$ cat config.mk
export PLATFORM = sky130hd
export DESIGN_NAME = io_input_conditioner
export DESIGN_NICKNAME = d
export VERILOG_FILES = /design/src/rtl/io_input_conditioner_pkg.sv /design/src/rtl/debouncer.sv /design/src/rtl/io_input_conditioner.sv
export SDC_FILE = /design/constraint.sdc
export NUM_CORES = 1
export LEC_CHECK = 0
export BUFFER_PORTS_ARGS = -buffer_cell sky130_fd_sc_hd__buf_2
export CORE_UTILIZATION = 55
export CTS_CLUSTER_SIZE = 16
export DETAILED_ROUTE_END_ITERATION = 10
export HOLD_SLACK_MARGIN = 0.12
export PLACE_DENSITY = 0.78
export SYNTH_ARGS = -nofsm -noshare
export SYNTH_HDL_FRONTEND = slang
export SYNTH_SLANG_ARGS = --single-unit
$ cat constraint.sdc
create_clock -name clk -period 2.21 [get_ports clk]
set_input_delay 0.442 -clock clk [delete_from_list [all_inputs] [get_ports clk]]
set_output_delay 0.442 -clock clk [all_outputs]
set_load 0.01 [all_outputs]
$ cat src/rtl/io_input_conditioner_pkg.sv
// Shared constants for the board input-conditioning stage and the I/O decoder
// that reads its status word.
package io_input_conditioner_pkg;

  // 10 ms of stable level at the 100 MHz board clock.
  localparam int DEBOUNCE_CYCLES_DEFAULT = 1_000_000;

  // Bit positions of the sticky request flags in the decoder's status word.
  localparam int STAT_L_BIT = 1;
  localparam int STAT_R_BIT = 0;

  // Width of a counter that must reach n-1; never narrower than one bit.
  function automatic int cnt_width(input int n);
    return (n > 2) ? $clog2(n) : 1;
  endfunction

endpackage

$ cat src/rtl/debouncer.sv
// One push-button: two-flop synchroniser, stability counter and a registered
// one-cycle rise pulse for each accepted 0->1 change of the debounced level.
module debouncer
  import io_input_conditioner_pkg::*;
#(
  parameter int DEBOUNCE_CYCLES = DEBOUNCE_CYCLES_DEFAULT
) (
  input  logic clk,
  input  logic reset_n,
  input  logic raw,
  output logic level,
  output logic rise
);

  localparam int              CW       = cnt_width(DEBOUNCE_CYCLES);
  localparam logic [CW-1:0]   CNT_LAST = CW'(DEBOUNCE_CYCLES - 1);

  logic          sync_q1;
  logic          sync_q2;
  logic [CW-1:0] cnt;

  // Bring the asynchronous button onto clk before anything looks at it.
  always_ff @(posedge clk or negedge reset_n) begin
    if (!reset_n) begin
      sync_q1 <= 1'b0;
      sync_q2 <= 1'b0;
    end else begin
      // NOTE: non-blocking assignments make sync_q2 take the old sync_q1,
      // giving two real flop stages; blocking would collapse them into one.
      sync_q1 <= raw;
      sync_q2 <= sync_q1;
    end
  end

  // Accept a new level only after it has differed for DEBOUNCE_CYCLES
  // consecutive cycles; any matching cycle restarts the count.
  always_ff @(posedge clk or negedge reset_n) begin
    if (!reset_n) begin
      cnt   <= '0;
      level <= 1'b0;
      rise  <= 1'b0;
    end else begin
      rise <= 1'b0;
      if (sync_q2 == level) begin
        cnt <= '0;
      end else if (cnt == CNT_LAST) begin
        cnt   <= '0;
        level <= ~level;
        rise  <= ~level;
      end else begin
        cnt <= cnt + CW'(1);
      end
    end
  end

endmodule

$ cat src/rtl/io_input_conditioner.sv
// Input conditioning ahead of the memory-mapped I/O decoder: synchronised
// switches, debounced buttons, sticky press flags and a switch snapshot taken
// on each accepted right-button press.
module io_input_conditioner
  import io_input_conditioner_pkg::*;
#(
  parameter int DEBOUNCE_CYCLES = DEBOUNCE_CYCLES_DEFAULT,
  parameter int SW_WIDTH        = 16
) (
  input  logic                clk,
  input  logic                reset_n,
  input  logic                btn_l,
  input  logic                btn_r,
  input  logic [SW_WIDTH-1:0] sw,
  input  logic                clr_l,
  input  logic                clr_r,
  output logic                btn_l_db,
  output logic                btn_r_db,
  output logic                l_flag,
  output logic                r_flag,
  output logic [SW_WIDTH-1:0] sw_sync,
  output logic [SW_WIDTH-1:0] sw_snap
);

  logic                rise_l;
  logic                rise_r;
  logic [SW_WIDTH-1:0] sw_q1;

  debouncer #(.DEBOUNCE_CYCLES(DEBOUNCE_CYCLES)) u_db_l (
    .clk     (clk),
    .reset_n (reset_n),
    .raw     (btn_l),
    .level   (btn_l_db),
    .rise    (rise_l)
  );

  debouncer #(.DEBOUNCE_CYCLES(DEBOUNCE_CYCLES)) u_db_r (
    .clk     (clk),
    .reset_n (reset_n),
    .raw     (btn_r),
    .level   (btn_r_db),
    .rise    (rise_r)
  );

  // Two-flop synchroniser for the live switch bank.
  always_ff @(posedge clk or negedge reset_n) begin
    if (!reset_n) begin
      sw_q1   <= '0;
      sw_sync <= '0;
    end else begin
      sw_q1   <= sw;
      sw_sync <= sw_q1;
    end
  end

  // Sticky request flags: a press sets, a decoder pulse clears, and a press
  // arriving together with a clear wins so it is never lost.
  always_ff @(posedge clk or negedge reset_n) begin
    if (!reset_n) begin
      l_flag <= 1'b0;
      r_flag <= 1'b0;
    end else begin
      if (rise_l)     l_flag <= 1'b1;
      else if (clr_l) l_flag <= 1'b0;
      if (rise_r)     r_flag <= 1'b1;
      else if (clr_r) r_flag <= 1'b0;
    end
  end

  // Freeze the switches on each accepted right press so the CPU reads a
  // value that does not move under the operator's hands.
  always_ff @(posedge clk or negedge reset_n) begin
    if (!reset_n) begin
      sw_snap <= '0;
    end else if (rise_r) begin
      sw_snap <= sw_sync;
    end
  end

endmodule

==> results of run 1 <==
==> sequential cells by signal (all words and copies together), names as in the netlist <==
signal,flops
u_db_r.sync_q1,1
u_db_l.rise,1
l_flag,1
u_db_r.cnt,20
sw_q1,16
u_db_l.cnt,20
u_db_r.level,1
u_db_r.rise,1
u_db_l.level,1
sw_snap,16
r_flag,1
u_db_r.sync_q2,1
u_db_l.sync_q2,1
sw_sync,16
u_db_l.sync_q1,1
==> logic make-up after synthesis <==
kind of cell | share of synthesized area, %
xor gates and xnor gates | 5.40
adders and majority gates | 0.671
muxes | 5.43
buffers and inverters | 2.28
and+or+nand+nor | 15.3
DFF | 65.7
AOI/OAI and AO/OA | 5.16
==> worst max-delay path: stages, from the launching register on <==
cell,delay [ns]
sky130_fd_sc_hd__dfrtp_1,0.42
sky130_fd_sc_hd__ha_1,0.25
sky130_fd_sc_hd__nand2_1,0.12
sky130_fd_sc_hd__or4_4,0.58
sky130_fd_sc_hd__or4_4,0.50
sky130_fd_sc_hd__a21oi_2,0.13
==> worst min-delay path by stage <==
stage                             to  slack, ns    start  cells past startpoint
after floorplan               l_flag       0.15  reset_n                      0
after global placement    sw_sync[2]       0.32  reset_n                      1
after detailed placement  sw_sync[2]       0.33  reset_n                      1
after CTS                   sw_q1[6]       0.17    sw[6]                      1
after global routing        sw_q1[6]       0.15    sw[6]                      1
final                       sw_q1[6]       0.18    sw[6]                      1
==> per-stage QoR <==
step                      utilization [%]  hold WS [ns]  total power (W)  cells  instance area (um^2)
after detailed placement             63.7         0.333          0.00201    427                  4120
after floorplan                         -         0.146          0.00193    300                  3730
after global placement               63.7         0.324          0.00201    427                  4120
final                                66.9         0.184          0.00305    444                  4320
after global routing                 66.9         0.154          0.00318    444                  4320
after CTS                            66.7         0.169          0.00309    444                  4310
==> cells in the mapped netlist, types with 3 or more instances <==
library cell / number / share of area, %
sky130_fd_sc_hd__a21oi_1: 14 / 1.9
sky130_fd_sc_hd__clkbuf_1: 7 / 0.70
sky130_fd_sc_hd__dfrtp_1: 98 / 66
sky130_fd_sc_hd__inv_1: 12 / 1.2
sky130_fd_sc_hd__mux2_2: 18 / 5.4
sky130_fd_sc_hd__nand2_1: 14 / 1.4
sky130_fd_sc_hd__nand3_1: 15 / 2.0
sky130_fd_sc_hd__nand4_1: 4 / 0.67
sky130_fd_sc_hd__nor2_1: 26 / 2.6
sky130_fd_sc_hd__nor3_1: 8 / 1.1
sky130_fd_sc_hd__nor4_1: 5 / 0.84
sky130_fd_sc_hd__o21ai_0: 9 / 1.2
sky130_fd_sc_hd__o31ai_1: 6 / 1.2
sky130_fd_sc_hd__or3_1: 8 / 1.3
sky130_fd_sc_hd__or3_2: 3 / 0.60
sky130_fd_sc_hd__or4_1: 8 / 1.6
sky130_fd_sc_hd__xnor2_1: 15 / 3.5
sky130_fd_sc_hd__xor2_1: 8 / 1.9
==> metal layers <==
layer,vias to the layer above,GRT usage (%),wire (um)
met5,-,0,0
met4,0,9.71,103
met3,9,5.80,336
met2,64,32.6,3160
met1,1184,26.2,2960
li1,1155,-,-
==> power by group through the flow <==
stage               logic [W]  clock network (W)  registers (W)
floorplan           0.0000282                  0        0.00190
global placement     0.000114                  0        0.00189
detailed placement   0.000117                  0        0.00190
CTS                  0.000119            0.00111        0.00186
global route         0.000131            0.00118        0.00186
finish               0.000116            0.00107        0.00186
==> final cells by class <==
class / count / share of cell area, %
multi-input cells: 180 / 27.9
repair buffers: 61 / 7.71
well taps: 77 / 2.23
clock buffers: 10 / 3.19
flip-flops and latches: 98 / 56.8
clock inverters: 6 / 1.10
inverters: 12 / 1.04
==> what timing repair did <==
action	4_1_cts	5_1_grt
hold buffers	1	0
resized for setup	0	2
hold endpoints to repair	18	0
setup endpoints to repair	0	4
==> parameters.txt, run 1 <==
Parameter                              Value

STA
  Final number of hold-violating endpoints    0
  Worst rel slew slack    54.2%
  Post-route clock period utilization    93.7%
  Setup Viol. Count Final    0
  Worst-margin pin slew    0.687 ns
  Final Max Slew Viols    0
  FMAX    483 MHz
  Time the worst path needs with I/O delays and setup    2.07 ns
  Worst-case clock skew    0.00625 ns
  Minimum setup slack in the final design    0.140 ns
  RSZ-0062 raised after global routing    false
  Setup tns final    0 ns

Cells and area
  Synthesis-to-finish area growth    15.7%
  Number of diodes added for antenna fixing    0
  Most used cells in the layout excluding fill and tap cells    98 x sky130_fd_sc_hd__dfrtp_1, 56 x sky130_fd_sc_hd__buf_2, 26 x sky130_fd_sc_hd__nor2_1, 18 x sky130_fd_sc_hd__mux2_2
  Multi-input gate area    1210 um^2
  Number of inserted filler cells in the final layout    473
  Most common cell after layout, fill and taps aside    sky130_fd_sc_hd__dfrtp_1
  Layout cell share with drive strength beyond 1    29.2%
  Net count reported at finish    386
  Sequential cell area in the final layout    2450 um^2

Die
  Total Die Area    7120 um^2
  Die Ht    84.4 um
  Ports    58
  Die boundary width    84.4 um
  Starting density of the core    57.8%
  Number of core rows    29
  Placeable core region    6460 um^2

Detailed routing
  Final routed wirelength across all metal layers    6560 um
  Mean number of vias per cell    5.43
  Post-DR wirelength/cell    14.8 um
  Number of search-and-repair iterations in the first detailed-routing pass    7
  Iter 0 DRT Violations    104
  Antenna Violating Nets Remaining    0
  Total via count after detailed routing    2412
  DR DRC count    11

Worst setup path
  Crit start category    flip-flop
  Sort of element at the end of the critical path    flip-flop
  Worst R2R Start    u_db_r.cnt[0]
  Setup Crit Path Kind    flip-flop to flip-flop
  Setup slack on the worst flop-to-flop path    0.14 ns
  Crit-path max FO    8
  Crit path to    u_db_r.cnt[18]
  Logic depth of the worst register-to-register path    5
  Critical path data arrival time    2.36 ns
  Required time at the worst-slack endpoint    2.50 ns
  Origin of the worst setup path    u_db_r.cnt[0]
  RR Endpoint    u_db_r.cnt[18]

Place
  Global placer's final weighted congestion    0.946
  Number of buffers inserted by port buffering    57
  Post-detailed-placement half-perimeter wirelength    4630 um
  Worst setup slack after placement    0.0585 ns

Pwr
  Internal power of the cells    0.00233 W
  Switching power    0.000719 W
  VDD IR max    0.000352 V
  Combinational Power Share    3.8%
  Clock network fraction of design power    35.2%
  Sequential share of power    61.0%
  Power density of the placed cells    706 nW/um^2
  Total leakage power    1.99 nW
  Switching power share of the total    23.6%

CTS
  Clock tree from TritonCTS    built
  Number of buffers added for setup after CTS    0
  H-tree levels    3
  Clk Latency, worst-skew pair    0.36 ns
  Reg clk slew, reported paths    0.09 ns
  Maximum root-to-sink buffer count    2
  Num CTS Buffers    9
  Clock Sinks    98
  CTS root buf    sky130_fd_sc_hd__clkbuf_8

Global routing
  First-pass GRT wire length    11000 um
  GRT Resource Usage Total    20.4%
  Remaining global-route overflow    0
  Antenna violations before repair    0
  Vias in the first global route    2346
  Largest net degree at the start of global routing    81

Logic synthesis
  Post-synth ARST share    100%
  Register bit total from synthesis    98
  Top_reg_cell synth    sky130_fd_sc_hd__dfrtp_1
  Synthesized instance count    300
  Synth Area per Inst    12.4 um^2
  Total number of yosys warnings    0
  Number of flops mapped to enable cells by yosys    0
  Post-synthesis cell type count    33
  Share of synthesized area occupied by flip-flops and latches    65.7%
  Post-Syn Area    3730 um^2
  Post-Syn Nets    324

Outcome
  Failing checks    DRC
  Outcome    finished, violations left

Worst hold path
  Hold/Removal Path Class    primary input to flip-flop

Flow run
  Reported max-cap violation count    0
(Power assumes the default switching activity.)
==> run 2, diff against run 1 <==
--- a/config.mk
+++ b/config.mk
@@ -13,4 +13,5 @@
 export PLACE_DENSITY = 0.78
 export SYNTH_ARGS = -nofsm -noshare
 export SYNTH_HDL_FRONTEND = slang
+export SYNTH_HIERARCHICAL = 1
 export SYNTH_SLANG_ARGS = --single-unit
==> run 2 against run 1 <==
Effect of this change:
- final cell count increased by 1.1%
- wire length grew 1.6%
- worst hold slack lost 0.0048 ns
- the run now ends clean
- area after synthesis rose by 1.6%
- via count up 1.6%
- critical path depth did not move
- first-iteration DRC count grew 3.8%
- critical path type unchanged
- clock skew rose by 0.0027 ns
- clock power grew 7%
- cell area rose by 1.5%
- die area rose by 1.6%
==> parameters.txt, run 2 <==
Parameter                              Value

Outcome
  Outcome    complete, no violations

Pwr
  Internal power of the cells    0.00241 W (+3.5%)
  VDD IR max    0.000358 V (+1.6%)
  Switching power    0.000715 W (-0.55%)
  Combinational Power Share    3.7% (about the same)
  Sequential share of power    59.4% (-1.6 points)
  Total leakage power    2.05 nW (+2.9%)
  Power density of the placed cells    714 nW/um^2 (+1.0%)
  Clock network fraction of design power    36.9% (+1.7 points)
  Switching power share of the total    22.9% (-0.71 points)

Die
  Starting density of the core    58.4% (+0.62 points)
  Total Die Area    7230 um^2 (+1.6%)
  Ports    58 (unchanged)
  Die boundary width    85.0 um (+0.79%)
  Die Ht    85.0 um (+0.79%)
  Number of core rows    29 (unchanged)
  Placeable core region    6490 um^2 (+0.56%)

STA
  Setup tns final    0 ns (unchanged)
  FMAX    476 MHz (-1.4%)
  Worst-margin pin slew    0.919 ns (+0.232 ns)
  Worst-case clock skew    0.00894 ns (+0.00269 ns)
  Time the worst path needs with I/O delays and setup    2.10 ns (+0.0293 ns)
  Post-route clock period utilization    95.0% (+1.3 points)
  Setup Viol. Count Final    0 (unchanged)
  Worst rel slew slack    38.7% (-15 points)
  Final number of hold-violating endpoints    0 (unchanged)
  Final Max Slew Viols    0 (unchanged)
  RSZ-0062 raised after global routing    false

Logic synthesis
  Synthesized instance count    304 (+1.3%)
  Post-synthesis cell type count    32 (-3.0%)
  Post-synth ARST share    100% (unchanged)
  Top post-synthesis cells by count    98 x sky130_fd_sc_hd__dfrtp_1, 30 x sky130_fd_sc_hd__nor2_1, 16 x sky130_fd_sc_hd__a21oi_1, 16 x sky130_fd_sc_hd__nand3_1, 14 x sky130_fd_sc_hd__inv_1
  Fraction of synthesized cell area taken by the top area cell type    64.7% (-1.1 points)
  Total number of yosys warnings    6 (+6)
  Synth Area per Inst    12.5 um^2 (+0.31%)
  Post-Syn Area    3790 um^2 (+1.6%)
  Number of flops mapped to enable cells by yosys    0 (unchanged)
  Largest cells by area after synthesis    sky130_fd_sc_hd__dfrtp_1 65%, sky130_fd_sc_hd__mux2_4 3.6%, sky130_fd_sc_hd__nor2_1 3.0%
  Top_reg_cell synth    sky130_fd_sc_hd__dfrtp_1
  Leading cell type by number of instances after synthesis    sky130_fd_sc_hd__dfrtp_1
  Cell type with the largest total area after synthesis    sky130_fd_sc_hd__dfrtp_1
  Share of synthesized area occupied by flip-flops and latches    64.7% (-1.1 points)
  Post-Syn Nets    328 (+1.2%)
  Register bit total from synthesis    98 (unchanged)

Detailed routing
  Post-DR wirelength/cell    14.8 um (+0.50%)
  Top routing layer used    met4
  Mean number of vias per cell    5.46 (+0.49%)
  Sum of met2 wire segment lengths after detailed routing    3180 um (+0.54%)
  Met1 wire length    3080 um (+4.1%)
  Number of search-and-repair iterations in the first detailed-routing pass    4 (-3)
  Final routed wirelength across all metal layers    6660 um (+1.6%)
  DR DRC count    0 (-11)
  Antenna Violating Nets Remaining    0 (unchanged)
  Total length of routed met3 wires    256 um (-24%)
  Iter 0 DRT Violations    108 (+3.8%)
  Total via count after detailed routing    2451 (+1.6%)

Place
  Number of placed instances, taps included    432 (+1.2%)
  Global placer's final weighted congestion    0.826 (-13%)
  Number of buffers inserted by port buffering    57 (unchanged)
  Post-detailed-placement half-perimeter wirelength    4590 um (-0.84%)

Cells and area
  Synthesis-to-finish area growth    15.5%
  Final Non-Filler Cells    449 (+1.1%)
  Most used cells in the layout excluding fill and tap cells    98 x sky130_fd_sc_hd__dfrtp_1, 56 x sky130_fd_sc_hd__buf_2, 30 x sky130_fd_sc_hd__nor2_1, 16 x sky130_fd_sc_hd__nand3_1, 16 x sky130_fd_sc_hd__a21oi_1
  Number of diodes added for antenna fixing    0 (unchanged)
  Final standard cell utilization of the core    67.5% (+0.61 points)
  Most common cell after layout, fill and taps aside    sky130_fd_sc_hd__dfrtp_1
  Layout cell share with drive strength beyond 1    30.1% (+0.95 points)
  Biggest registers after layout    u_db_l/cnt: 20 flops, u_db_r/cnt: 20 flops
  Net count reported at finish    391 (+1.3%)

Worst hold path
  Worst Hold Endpoint    sw_q1[13]
  Worst hold path stage count    1 (unchanged)
  Start point of the worst min-delay path    sw[13]
  Hold/Removal Path Class    primary input to flip-flop

CTS
  Reg clk slew, reported paths    0.10 ns (about the same)
  Number of buffers added for setup after CTS    0 (unchanged)
  Clock tree from TritonCTS    built
  Maximum root-to-sink buffer count    2 (unchanged)
  Clk Latency, worst-skew pair    0.35 ns (about the same)
  H-tree levels    3 (unchanged)
  CTS root buf    sky130_fd_sc_hd__clkbuf_8
  Num CTS Buffers    9 (unchanged)
  Clock Sinks    98 (unchanged)

Global routing
  First-pass GRT wire length    11100 um (+1.1%)
  Largest net degree at the start of global routing    39 (-52%)
  Antenna violations before repair    0 (unchanged)
  Remaining global-route overflow    0 (unchanged)
  GRT Resource Usage Total    20.2% (-0.22 points)
  Vias in the first global route    2359 (+0.55%)

Worst setup path
  Crit start category    flip-flop
  Sort of element at the end of the critical path    flip-flop
  Setup slack on the worst flop-to-flop path    0.11 ns (-0.03 ns)
  Cell type of the slowest stage on the worst timing path    sky130_fd_sc_hd__or4_4
  Setup Crit Path Kind    flip-flop to flip-flop
  Cells along the critical path    ha_1 > nand2_1 > or4_4 > or3_2 > a21oi_1
  Crit-path max FO    8 (unchanged)
  Critical path data arrival time    2.38 ns (+0.02 ns)
  Worst R2R Start    u_db_r/cnt[0]
  Crit path largest cell delay    0.57 ns (about the same)
  Required time at the worst-slack endpoint    2.49 ns (about the same)
  Logic depth of the worst register-to-register path    5 (unchanged)
  RR Endpoint    u_db_r/cnt[16]

Flow run
  Reported max-cap violation count    0 (unchanged)
[run 2: repair_timing]
action	4_1_cts	5_1_grt
hold buffers	1	0
endpoints found under the hold margin	35	0
gates resized for setup	0	2
setup endpoints to repair	0	6
[run 2: metal layers]
| metal | up-vias | track usage [%] |
|---|---|---|
| met5 | - | 0 |
| met2 | 54 | 30.8 |
| met1 | 1207 | 27.6 |
| li1 | 1177 | - |
| met4 | 0 | 11.2 |
| met3 | 13 | 3.89 |
[run 2: per-stage QoR]
step	cell area, um^2	power (W)	hold slack, ns	setup slack, ns
global placement	4160	0.00201	0.332	0.173
finish	4380	0.00313	0.179	0.110
floorplan	3790	0.00192	0.146	0.235
global route	4380	0.00324	0.159	0.000908
CTS	4370	0.00317	0.161	0.0129
detailed placement	4160	0.00201	0.335	0.00995
[run 2: power by group through the flow]
stage / Combinational, W / Sequential [W] / Clock [W]
detailed placement: 0.000119 / 0.00189 / 0
CTS: 0.000120 / 0.00186 / 0.00119
floorplan: 0.0000263 / 0.00190 / 0
global placement: 0.000116 / 0.00189 / 0
finish: 0.000116 / 0.00186 / 0.00115
global route: 0.000133 / 0.00186 / 0.00125
[run 2: cells by family after synthesis]
| family | synth area share, % |
|---|---|
| AOI/OAI and AO/OA | 5.31 |
| xor gates and xnor gates | 5.08 |
| adders and majority gates | 0.660 |
| buffers and inverters | 3.27 |
| DFF | 64.7 |
| muxes | 6.24 |
| and+or+nand+nor | 14.8 |
[run 2: layout make-up]
| cell class | count | area [um^2] |
|---|---|---|
| multi-input cells | 180 | 1220 |
| inverters | 14 | 52.6 |
| repair buffers | 64 | 355 |
| clock inverters | 7 | 77.6 |
| flip-flops and latches | 98 | 2450 |
| clock buffers | 9 | 124 |
| well taps | 77 | 96.3 |
| fillers | 486 | 2110 |
[run 2: worst max-delay path, delay by kind of cell (launching register included)]
family,cells,cell delay (ns)
AOI/OAI and AO/OA,1,0.21
adders and majority gates,1,0.24
DFF,1,0.42
and+or+nand+nor,3,1.16
[run 2: how the worst max path moves through the flow]
stage                     cells past startpoint     startpoint             end
after detailed placement                      5  u_db_r/cnt[0]  u_db_r/cnt[16]
after global routing                          5  u_db_l/cnt[0]  u_db_l/cnt[18]
after floorplan                               6  u_db_l/cnt[0]  u_db_l/cnt[18]
after CTS                                     5  u_db_r/cnt[0]  u_db_r/cnt[16]
final                                         5  u_db_r/cnt[0]  u_db_r/cnt[16]
after global placement                        5  u_db_l/cnt[0]  u_db_l/cnt[18]
